--- src/rtl/uart_pkg.sv ---
// uart_pkg: types and constants shared by the UART receive and transmit paths.
//   uart_state_e     - receiver frame FSM states
//   OVERSAMPLE       - baud-timer ticks per bit (fixed, even)
//   DEFAULT_BAUD_DIV - default clk cycles per oversample tick
package uart_pkg;

  localparam int OVERSAMPLE       = 16;
  localparam int DEFAULT_BAUD_DIV = 27;

  typedef enum logic [2:0] {
    IDLE  = 3'd0,
    START = 3'd1,
    DATA  = 3'd2,
    STOP  = 3'd3,
    BREAK = 3'd4
  } uart_state_e;

endpackage

--- src/rtl/uart_baud_tick.sv ---
// uart_baud_tick: oversample tick generator for the UART.
//   clk  in  system clock
//   rst  in  synchronous active-high reset
//   clr  in  restart the period from zero (wins over the wrap)
//   tick out one-cycle pulse every BAUD_DIV clk cycles
module uart_baud_tick
  import uart_pkg::*;
#(
  parameter int BAUD_DIV = DEFAULT_BAUD_DIV
) (
  input  logic clk,
  input  logic rst,
  input  logic clr,
  output logic tick
);

  logic [15:0] cnt_q;
  logic [15:0] cnt_d;
  logic        wrap_s;

  assign wrap_s = (cnt_q == 16'(BAUD_DIV - 1));
  // A clear suppresses the tick of the same cycle so timing restarts cleanly.
  assign tick   = wrap_s & ~clr;

  // Next count: clear, wrap or increment.
  always_comb begin
    cnt_d = cnt_q + 16'd1;
    if (clr) begin
      cnt_d = 16'd0;
    end else if (wrap_s) begin
      cnt_d = 16'd0;
    end else begin
      cnt_d = cnt_q + 16'd1;
    end
  end

  // Period counter register.
  always_ff @(posedge clk) begin
    if (rst) begin
      cnt_q <= 16'd0;
    end else begin
      cnt_q <= cnt_d;
    end
  end

endmodule

--- src/rtl/uart_rx_frame.sv ---
// uart_rx_frame: UART receive front-end with 16x oversampling.
//   clk       in  system clock, rising edge
//   rst       in  synchronous active-high reset
//   rx        in  asynchronous serial line, idle high
//   rx_data   out last received byte, LSB = first data bit on the line
//   rx_valid  out one-cycle pulse, rx_data holds a good frame
//   frame_err out one-cycle pulse, stop bit sampled low
//   busy      out high whenever the FSM is not IDLE
module uart_rx_frame
  import uart_pkg::*;
#(
  parameter int BAUD_DIV  = DEFAULT_BAUD_DIV,
  parameter int DATA_BITS = 8
) (
  input  logic                 clk,
  input  logic                 rst,
  input  logic                 rx,
  output logic [DATA_BITS-1:0] rx_data,
  output logic                 rx_valid,
  output logic                 frame_err,
  output logic                 busy
);

  localparam logic [3:0] HALF_LAST = 4'(OVERSAMPLE / 2 - 1);
  localparam logic [3:0] BIT_LAST  = 4'(OVERSAMPLE - 1);
  localparam logic [3:0] DBIT_LAST = 4'(DATA_BITS - 1);

  uart_state_e          state_q, state_d;
  logic                 sync1_q, rxs_q, rxs_prev_q;
  logic [3:0]           samp_cnt_q, samp_cnt_d;
  logic [3:0]           bit_cnt_q, bit_cnt_d;
  logic [DATA_BITS-1:0] shift_q, shift_d;
  logic [DATA_BITS-1:0] data_q, data_d;
  logic                 valid_q, valid_d;
  logic                 ferr_q, ferr_d;
  logic                 busy_q;
  logic                 tick_s;
  logic                 clr_s;
  logic                 fall_s;

  uart_baud_tick #(
    .BAUD_DIV(BAUD_DIV)
  ) u_tick (
    .clk (clk),
    .rst (rst),
    .clr (clr_s),
    .tick(tick_s)
  );

  // Falling edge on the synchronised line; history is kept in every state.
  assign fall_s = rxs_prev_q & ~rxs_q;

  // Two-flop synchroniser plus one history flop for edge detection.
  always_ff @(posedge clk) begin
    if (rst) begin
      sync1_q    <= 1'b1;
      rxs_q      <= 1'b1;
      rxs_prev_q <= 1'b1;
    end else begin
      sync1_q    <= rx;
      rxs_q      <= sync1_q;
      rxs_prev_q <= rxs_q;
    end
  end

  // Frame FSM next-state and datapath updates; strobes default low.
  always_comb begin
    state_d    = state_q;
    samp_cnt_d = samp_cnt_q;
    bit_cnt_d  = bit_cnt_q;
    shift_d    = shift_q;
    data_d     = data_q;
    valid_d    = 1'b0;
    ferr_d     = 1'b0;
    clr_s      = 1'b0;
    case (state_q)
      IDLE: begin
        if (fall_s) begin
          state_d    = START;
          samp_cnt_d = 4'd0;
          clr_s      = 1'b1;
        end else begin
          state_d = IDLE;
        end
      end
      START: begin
        if (tick_s) begin
          if (samp_cnt_q == HALF_LAST) begin
            // Mid start bit: still low means a real start, else a glitch.
            if (!rxs_q) begin
              state_d    = DATA;
              samp_cnt_d = 4'd0;
              bit_cnt_d  = 4'd0;
            end else begin
              state_d = IDLE;
            end
          end else begin
            samp_cnt_d = samp_cnt_q + 4'd1;
          end
        end else begin
          state_d = START;
        end
      end
      DATA: begin
        if (tick_s) begin
          if (samp_cnt_q == BIT_LAST) begin
            // LSB arrives first, so shift right and insert at the MSB.
            shift_d    = {rxs_q, shift_q[DATA_BITS-1:1]};
            bit_cnt_d  = bit_cnt_q + 4'd1;
            samp_cnt_d = 4'd0;
            if (bit_cnt_q == DBIT_LAST) begin
              state_d = STOP;
            end else begin
              state_d = DATA;
            end
          end else begin
            samp_cnt_d = samp_cnt_q + 4'd1;
          end
        end else begin
          state_d = DATA;
        end
      end
      STOP: begin
        if (tick_s) begin
          if (samp_cnt_q == BIT_LAST) begin
            data_d     = shift_q;
            samp_cnt_d = 4'd0;
            // Returning to IDLE mid stop bit lets a back-to-back start edge be seen.
            if (rxs_q) begin
              valid_d = 1'b1;
              state_d = IDLE;
            end else begin
              ferr_d  = 1'b1;
              state_d = BREAK;
            end
          end else begin
            samp_cnt_d = samp_cnt_q + 4'd1;
          end
        end else begin
          state_d = STOP;
        end
      end
      BREAK: begin
        // Hold off until the line is released so a long low gives one error.
        if (rxs_q) begin
          state_d = IDLE;
        end else begin
          state_d = BREAK;
        end
      end
      default: begin
        state_d = IDLE;
      end
    endcase
  end

  // FSM, counters, shift register and registered outputs.
  always_ff @(posedge clk) begin
    if (rst) begin
      state_q    <= IDLE;
      samp_cnt_q <= 4'd0;
      bit_cnt_q  <= 4'd0;
      shift_q    <= '0;
      data_q     <= '0;
      valid_q    <= 1'b0;
      ferr_q     <= 1'b0;
      busy_q     <= 1'b0;
    end else begin
      state_q    <= state_d;
      samp_cnt_q <= samp_cnt_d;
      bit_cnt_q  <= bit_cnt_d;
      shift_q    <= shift_d;
      data_q     <= data_d;
      valid_q    <= valid_d;
      ferr_q     <= ferr_d;
      busy_q     <= (state_d != IDLE);
    end
  end

  assign rx_data   = data_q;
  assign rx_valid  = valid_q;
  assign frame_err = ferr_q;
  assign busy      = busy_q;

endmodule

--- config.mk ---
export PLATFORM = sky130hd
export DESIGN_NAME = uart_rx_frame
export DESIGN_NICKNAME = d
export VERILOG_FILES = /design/src/rtl/uart_pkg.sv /design/src/rtl/uart_baud_tick.sv /design/src/rtl/uart_rx_frame.sv
export SDC_FILE = /design/constraint.sdc
export NUM_CORES = 1
export LEC_CHECK = 0
export CORE_ASPECT_RATIO = 1.1
export CORE_MARGIN = 1.5
export CORE_UTILIZATION = 35
export DETAILED_ROUTE_END_ITERATION = 8
export PLACE_DENSITY = 0.5
export SLEW_MARGIN = 20
export SYNTH_ARGS = -nofsm -noshare
export SYNTH_HDL_FRONTEND = slang
export SYNTH_HIERARCHICAL = 1
export SYNTH_SLANG_ARGS = --single-unit
--- constraint.sdc ---
create_clock -name clk -period 3.43 [get_ports clk]
set_clock_uncertainty 0.05 [all_clocks]
set_input_delay 0.5145 -clock clk [delete_from_list [all_inputs] [get_ports clk]]
set_output_delay 0.5145 -clock clk [all_outputs]
set_load 0.05 [all_outputs]
[Yosys cells after proc, flatten, opt, wreduce, memory -nomap -nowiden]
Cells that the tools add are included.
Operators by class
  reductions and logical operators: 11
  bitwise gates (word level): 7
  equality and inequality tests: 16
  add/sub/neg operators: 3
  mux-type cells: 27
Operators with widths (number)
  2-to-1 mux 4 bit: 10
  2-to-1 mux 3 bit: 7
  adder 16 x 1 -> 16 bit (second input constant): 1
  equality test 16 x 5 -> 1 bit (second input constant): 1
  case mux 3 bit (5 select lines): 1
  inequality test 2 bit (second input constant): 6
  case mux 4 bit (3 select lines): 1
  adder 4 x 1 -> 4 bit (second input constant): 2
  equality test 4 x 3 -> 1 bit (second input constant): 2
  case mux 4 bit (2 select lines): 1
  equality test 3 x 2 -> 1 bit (second input constant): 2
  2-to-1 mux 1 bit: 6
  AND reduction 3 bit: 2
  AND reduction 6 bit: 1
  nonzero test 3 bit: 2
  NOT 1 bit: 5
  AND reduction 5 bit: 1
  equality test 4 bit (second input constant): 1
  OR reduction 4 bit: 1
  equality test 3 x 1 -> 1 bit (second input constant): 1
  equality test 3 bit (second input constant): 1
  zero test 3 bit: 1
  inequality test 3 bit (second input constant): 1
  OR reduction 3 bit: 1
  other kinds (5): 6
Storage, ports and cells
  output and inout bits: 11
  word-level logic and storage cells: 76
  register bits after elaboration: 49

[Depth between registers and ports, before layout]
Gate-level depths: netlist of the first run.
  depth in word-level cells: 9
  gate-level depth with buffers: 10

[Hierarchy]
Netlist of the first run, hierarchy kept.
By module, submodules not included
  uart_rx_frame: instances 1, area each 1427.6 µm², cells each 150, sequential area each 660.6 µm²
  uart_baud_tick: instances 1, area each 790.8 µm², cells each 85, sequential area each 320.3 µm²

[Worst setup path after synthesis of the first run]
OpenSTA, ideal clock, no wires.
  path kind: flip-flop to flip-flop
  start: reg u_tick.cnt_q[1]
  end: reg shift_q[4]
  library setup time: 0.128 ns
  path slack: 1.298 ns
  stages on the path, launching flop included: 10
  arrival time: 1.955 ns
  clock period less this slack: 2.132 ns
  path buffers: 1
  cells stage by stage: dfxtp_1 > ha_1 > nor3b_1 > nand4_1 > nor2_1 > nand4_1 > nor3_1 > buf_4 > mux2i_1 > nor2_1
Between the ends
  cells in the longest elaborated chain, start to end: 3
RTL lines
  start, declared: line uart_baud_tick.sv:17  | logic [15:0] cnt_q;
  start signal, assigned: line uart_baud_tick.sv:42  | cnt_q <= cnt_d;
  equality test 16 x 5 -> 1 bit: line uart_baud_tick.sv:21  | assign wrap_s = (cnt_q == 16'(BAUD_DIV - 1));
  bitwise AND 1 bit: line uart_baud_tick.sv:23  | assign tick = wrap_s & ~clr;
  named net tick_s: line uart_rx_frame.sv:37  | logic tick_s;
  AND reduction 3 bit (no line)
  end signal, assigned: line uart_rx_frame.sv:172  | shift_q <= shift_d;
  end, declared: line uart_rx_frame.sv:32  | logic [DATA_BITS-1:0] shift_q, shift_d;
The timed path passes the listed nets, and every way through them passes these cells.
A chain may end at the register's enable or synchronous reset.

[Worst setup path in the final report of the first run]
  start: reg state_q[0]
  end: reg shift_q[5]
Between the ends
  cells in the longest elaborated chain, start to end: 5
  elaborated cells on any way between the ends: 6
RTL lines
  start, declared: line uart_rx_frame.sv:28  | uart_state_e state_q, state_d;
  start signal, assigned: line uart_rx_frame.sv:169  | state_q <= state_d;
  zero test 3 bit: line uart_rx_frame.sv:76  | case (state_q)
  2-to-1 mux 1 bit: line uart_rx_frame.sv:76
  named net clr_s: line uart_rx_frame.sv:38  | logic clr_s;
  NOT 1 bit: line uart_baud_tick.sv:23
  bitwise AND 1 bit: line uart_baud_tick.sv:23
  named net tick_s: line uart_rx_frame.sv:37
  AND reduction 3 bit (no line)
The timed path passes the listed nets, and every way through them passes these cells.

==> run summary, run 1 <==
Status: finished clean
# hold bufs at CTS: 0
Minimum clock period after layout: 2.47 ns
Setup TNS: 0 ns
1st-iter DRT viols: 55
Clock-pin slew on the worst setup and hold paths: 0.09 ns
First-pass GRT wire length: 7510 microns
Routed via count: 1611
Drc violations: 0
GPL Wtd Cong: 0.827
HP Class: flop to flop
Required @ worst endpoint: 3.57 ns
# rows: 30
Initial core utilization: 36.0%
Most frequently used flop master after synthesis: dfxtp_1
P_leak: 0.901 nW
Die area: 6830 sq um
Critical Path Fanout Max: 15
CTS Sinks: 49
Area growth syn-to-layout: 11.8%
Endpoint class of the critical path: flop
Final Cell Area: 2480 sq um
Tcrit/Tclk final: 72.1%
Yosys reg bits: 49
DR WL/cell: 13.0 microns
Avg Cell Area, Syn: 9.44 sq um
Ys async rst share: 0%
Synth top area cells: dfxtp_1 44%, mux2i_1 7.2%, nor2_1 6.6%
Max clock buf depth: 2
Core area: 6160 sq um
Number of flops mapped to enable cells by yosys: 0
Final hold vios: 0
Worst skew pair latency: 0.31 ns
Seq/Total Area, Yosys: 44.2%
Max IR drop VDD: 0.178 mV
Synth warn: 6
Largest net degree at the start of global routing: 27
Mapped Cells: 235
Grt total ovfl: 0
Post-CTS resize count: 0
Relative slew margins: 60.5%
Sequential share of power: 61.5%
Synth top area share: 44.2%
Switching part of the total power: 23.0%
CTS buffer count: 5
Unrepaired setup endpoints after global routing: false
Diode count: 0
Syn_nets: 242
Mapped cell area: 2220 sq um
Pwr dens: 380 nW/um^2
I/O pin cnt: 14
Cell taking the most area after synthesis: dfxtp_1
Overall Global Routing Usage: 13.8%
H-tree depth: 2
First-pass iteration count of the detailed router: 4
Fill cells: 644
Count of cell types in the netlist: 48
Final HPWL DP: 2880 microns
Max cap viols: 0
Layout cells sized above 1: 13.0%
Setup bufs post-CTS: 0
Placed Instance Area: 2400 sq um
Worst Tran Pin Value: 0.588 ns
Vias in the first global route: 1616
Kind of critical path: flop to flop
TritonCTS clock tree: built
Max-slew violations: 0
Clk root buf: clkbuf_8
Logic pwr share: 3.0%
Reported net switching power: 217 uW
Die width: 78.9 microns
Final Routed Wirelength: 4260 microns
Critical Path AT: 2.62 ns
Initial antenna violation count: 0
Worst Setup Start Kind: flop
FMAX: 0.404 GHz
Number of port buffers: 13
Nets@finish: 254
Antenna Violating Nets Remaining: 0
Die height: 86.5 microns
Final setup viols: 0
Clock power share: 35.5%
Routed vias/inst: 4.93
Cell Int Power: 726 uW
## worst paths after layout
check                           slack (ns)        from    endpoint  depth (start not counted)
worst min-delay path                  0.36     sync1_q       rxs_q                          1
worst max-delay path                  0.96  state_q[0]  shift_q[5]                          8
worst min register to register        0.36     sync1_q       rxs_q                          1
worst max register to register        0.96  state_q[0]  shift_q[5]                          8
## per-stage QoR
stage                     power [mW]  setup WS, ns  hold WS [ns]  instances  utilization [%]
after floorplan                0.615          1.30         0.339        235                -
after global placement         0.622         0.954         0.342        320             39.0
after detailed placement       0.623         0.947         0.343        320             39.0
after CTS                      0.960         0.916         0.366        327             40.3
after global routing           0.986         0.631         0.386        327             40.3
final                          0.943         0.956         0.362        327             40.3
## per-layer routing
metal | GRT usage [%] | up-vias | part of all wire (%)
met4 | 5.74 | 0 | 0.73
met2 | 20.8 | 23 | 45
met3 | 4.11 | 2 | 3.3
met1 | 18.4 | 747 | 50
li1 | - | 839 | -
met5 | 0 | - | 0
## cells in the mapped netlist, types with 2 or more instances
library cell	instances
dfxtp_1	49
nor2_1	39
mux2i_1	16
xnor2_1	14
nand3_1	13
nor3_1	10
nand2_1	8
inv_1	7
a21oi_1	5
buf_2	4
ha_1	4
nand4_1	4
nor4_2	4
a31oi_1	3
and3_1	3
buf_6	3
nor2_2	3
nor4_1	3
o21ai_0	3
or2_2	3
xor2_1	3
a21o_1	2
buf_4	2
clkbuf_1	2
nand4_2	2
nor3b_1	2
o211ai_1	2
or3b_2	2
## layout make-up
type                    instances  area (sq um)  area share (%)
clock inverters                 1          8.76           0.353
clock buffers                   6          72.6            2.92
well taps                      80           100            4.03
flip-flops and latches         49           981            39.5
repair buffers                 16           153            6.15
inverters                       7          26.3            1.06
multi-input cells             168          1140            45.9
## state kept, by name (all words and copies together), names as in the netlist
register      cells
frame_err         1
shift_q           8
rx_valid          1
sync1_q           1
u_tick/cnt_q     16
samp_cnt_q        4
rxs_prev_q        1
bit_cnt_q         4
busy              1
rxs_q             1
rx_data           8
state_q           3
## placed cells by master, fill, tap and decap left out, types with 3 or more instances in the layout
cell and n:
nand2_1 8, xor2_1 3, nand4_1 4, nand3_1 13, clkdlybuf4s50_1 13, a21oi_1 5, clkbuf_8 5, nor4_1 3
o21ai_0 3, xnor2_1 14, ha_1 4, mux2i_1 16, a31oi_1 3, inv_1 7, and3_1 3, nor4_2 4
nor2_1 39, dfxtp_1 49, buf_4 3, nor2_2 3, or2_2 3, nor3_1 9
## power groups by stage
stage,registers (mW),clock network (mW),logic [mW]
floorplan,0.590,0,0.0247
global placement,0.593,0,0.0294
detailed placement,0.593,0,0.0296
CTS,0.580,0.350,0.0298
global route,0.581,0.372,0.0332
finish,0.580,0.334,0.0287
## critical path: stages, from the launching register on
cell and delay [ns]:
dfxtp_1 0.63, nor2_1 0.16, and3_1 0.23, nor2_1 0.34, nand4_1 0.26, nor3_2 0.20
buf_4 0.23, mux2i_1 0.21, nor2_1 0.05
## kinds of logic after synthesis
group / Yosys count / share of synthesized area [%]
AOI/OAI and AO/OA: 22 / 6.94
xor gates and xnor gates: 17 / 6.71
adders and majority gates: 4 / 2.26
buffers and inverters: 18 / 4.63
DFF: 49 / 44.2
muxes: 16 / 7.22
and+or+nand+nor: 109 / 28.0
No activity file was read; power rests on OpenSTA's default activity.
==> run 2, diff against run 1 <==
- clock period: 3.43 -> 2.3 ns (I/O delays scaled with it)
==> run 2 against run 1 <==
Net effect:
- global-route usage increased by 0.65 points
- register-to-register slack lost 0.81 ns
- sequential share of layout area down 2.7 points
- highest routed layer unchanged
- combinational power rose by 110%
- sequential power up 48%
- power rose by 63%
- largest cell class unchanged
- cell area rose by 7.3%
- largest power group unchanged
- critical path depth increased by 2
- core utilization increased by 2.9 points
- worst setup slack got worse by 0.81 ns
- clock power grew 87%
- first-iteration DRC count is 7.3% lower
==> run summary, run 2 (synthesis gave the netlist of run 1 again) <==
Status: finished clean
Drc violations: 0 (unchanged)
Max IR drop VDD: 0.308 mV (+73%)
Grt total ovfl: 0 (unchanged)
Critical Path AT: 2.34 ns (-0.28 ns)
First-pass iteration count of the detailed router: 4 (unchanged)
Final hold vios: 0 (unchanged)
Initial antenna violation count: 0 (unchanged)
Die area: 6830 sq um (unchanged)
Critical path, cell by cell: inv_1 > ha_1 > nor3b_1 > nand4_1 > nor2_2 > and3_1 > buf_4 > and3_1 > or3b_2 > a21oi_1
Pwr dens: 579 nW/um^2 (+52%)
Fill cells: 630 (-2.2%)
Kind of critical path: flop to flop
Clock-pin slew on the worst setup and hold paths: 0.10 ns (about the same)
Max-slew violations: 0 (unchanged)
Final setup viols: 0 (unchanged)
Stages on worst setup path: 10 (+2)
Antenna Violating Nets Remaining: 0 (unchanged)
Layout cells sized above 1: 20.2% (+7.3 points)
Final HPWL DP: 3020 microns (+4.9%)
Hold worst-path end: rxs_q
# hold bufs at CTS: 0 (unchanged)
Core area: 6160 sq um (unchanged)
Total power: 1.54 mW (+63%)
Vias in the first global route: 1643 (+1.7%)
Worst Tran Pin Value: 0.525 ns (-0.0629 ns)
Largest Register: u_tick/cnt_q
Number of port buffers: 13 (unchanged)
Worst r2r path cells: 10 (+2)
Worst Setup Start Kind: flop
Critical path's top delay family: simple AND/OR/NAND/NOR gates
Slowest stage delay, CP: 0.44 ns (-0.19 ns)
Largest net degree at the start of global routing: 23 (-15%)
Area growth syn-to-layout: 20.0%
Max FFs per register: 16 (unchanged)
H-tree depth: 2 (unchanged)
Layout Cells excl Fill: 347 (+6.1%)
Most frequent cells in the layout: 49 x dfxtp_1, 38 x nor2_1, 21 x buf_4, 16 x mux2i_1, 14 x xnor2_1
# rows: 30 (unchanged)
DR WL/cell: 12.6 microns (-3.5%)
Setup TNS: 0 ns (unchanged)
Relative slew margins: 64.7% (+4.2 points)
CTS buffer count: 5 (unchanged)
Worst skew pair latency: 0.30 ns (about the same)
Min setup slack post-route: 0.145 ns (-0.811 ns)
Dpl cells: 337 (+5.3%)
Min-delay src: sync1_q
I/O pin cnt: 14 (unchanged)
HP Class: flop to flop
R2R Path End: bit_cnt_q[1]
Minimum clock period after layout: 2.16 ns (-0.319 ns)
Hold Slack: 0.366 ns (+0.00402 ns)
Reg2reg setup slack: 0.14 ns (-0.81 ns)
Required @ worst endpoint: 2.49 ns (-1.08 ns)
First-pass GRT wire length: 7800 microns (+3.9%)
Clk root buf: clkbuf_8
Critical Path Fanout Max: 4 (-11)
Dpl ws: 0.153 ns (-0.794 ns)
Tcrit/Tclk final: 93.7% (+22 points)
Initial core utilization: 36.0% (unchanged)
Hold path depth: 1 (unchanged)
Die height: 86.5 microns (unchanged)
FMAX: 0.464 GHz (+15%)
TritonCTS clock tree: built
P_leak: 1.02 nW (+13%)
Commonest non-fill, non-tap cell in the layout: dfxtp_1
Max clock buf depth: 2 (unchanged)
Final Routed Wirelength: 4360 microns (+2.4%)
1st-iter DRT viols: 51 (-7.3%)
GPL Wtd Cong: 0.819 (-1.0%)
Diode count: 0 (unchanged)
Routed via count: 1691 (+5.0%)
Routed vias/inst: 4.87 (-1.1%)
Die width: 78.9 microns (unchanged)
Endpoint class of the critical path: flop
CP max stage cell: or3b_2
Max cap viols: 0 (unchanged)
Crit path top cell by count: and3_1
Nets@finish: 273 (+7.5%)
CTS Sinks: 49 (unchanged)
Buf+Inv Stages, Crit Path: 2 (+1)
Overall Global Routing Usage: 14.4% (+0.65 points)
Reg-to-Reg Start: u_tick/cnt_q[0]
[run 2: cell count changes in the layout (fill, tap and decap cells not counted), sizes merged]
cell	delta
buf	+19
bufinv	+1
clkbuf	-1
inv	+1
[run 2: area by class of cell]
type                            count  area [sq um]  area share (%)
Sequential cell                    49           981            36.9
Inverter                            7          26.3           0.987
Multi-Input combinational cell    168          1140            42.9
Clock inverter                      3          43.8            1.65
Tap cell                           80           100            3.76
Timing Repair Buffer               35           299            11.2
Clock buffer                        5          68.8            2.59
[run 2: layer usage]
| metal | GRT usage, % | routed length, microns | vias up | part of all wire [%] |
|---|---|---|---|---|
| met5 | 0 | 0 | - | 0 |
| met1 | 19.0 | 2140 | 777 | 49 |
| met3 | 3.37 | 124 | 6 | 2.8 |
| li1 | - | - | 888 | - |
| met2 | 22.8 | 2030 | 20 | 47 |
| met4 | 6.06 | 67 | 0 | 1.5 |
[run 2: how the worst max path moves through the flow]
stage | endpoint | start
6_report | bit_cnt_q[1] | u_tick/cnt_q[0]
5_1_grt | samp_cnt_q[1] | u_tick/cnt_q[0]
4_1_cts | bit_cnt_q[1] | u_tick/cnt_q[0]
3_5_place_dp | bit_cnt_q[1] | u_tick/cnt_q[0]
3_3_place_gp | busy | u_tick/cnt_q[8]
2_1_floorplan | shift_q[4] | u_tick/cnt_q[1]
[run 2: stage by stage]
stage / util [%] / instance area [sq um]
2_1_floorplan: - / 2220
3_3_place_gp: 41.1 / 2530
3_5_place_dp: 41.1 / 2530
4_1_cts: 42.9 / 2640
5_1_grt: 43.2 / 2660
6_report: 43.2 / 2660
[run 2: where the power goes]
group | internal [mW] | switching, mW
sequential | 0.854 | 0.00287
clock | 0.326 | 0.297
combinational | 0.0252 | 0.0343
[run 2: repair_timing]
| action | 4_1_cts | 5_1_grt |
|---|---|---|
| buffers inserted | 0 | 2 |
| resized for setup | 0 | 2 |
| setup endpoints to repair | 0 | 13 |
[run 2: worst reg2reg max path: cells and delay by family, from the launching register on]
family / cells / cell delay [ns]
compound gates: 1 / 0.14
buf+inv: 2 / 0.18
flops: 1 / 0.34
simple gates: 6 / 1.18
fa+ha+maj: 1 / 0.19
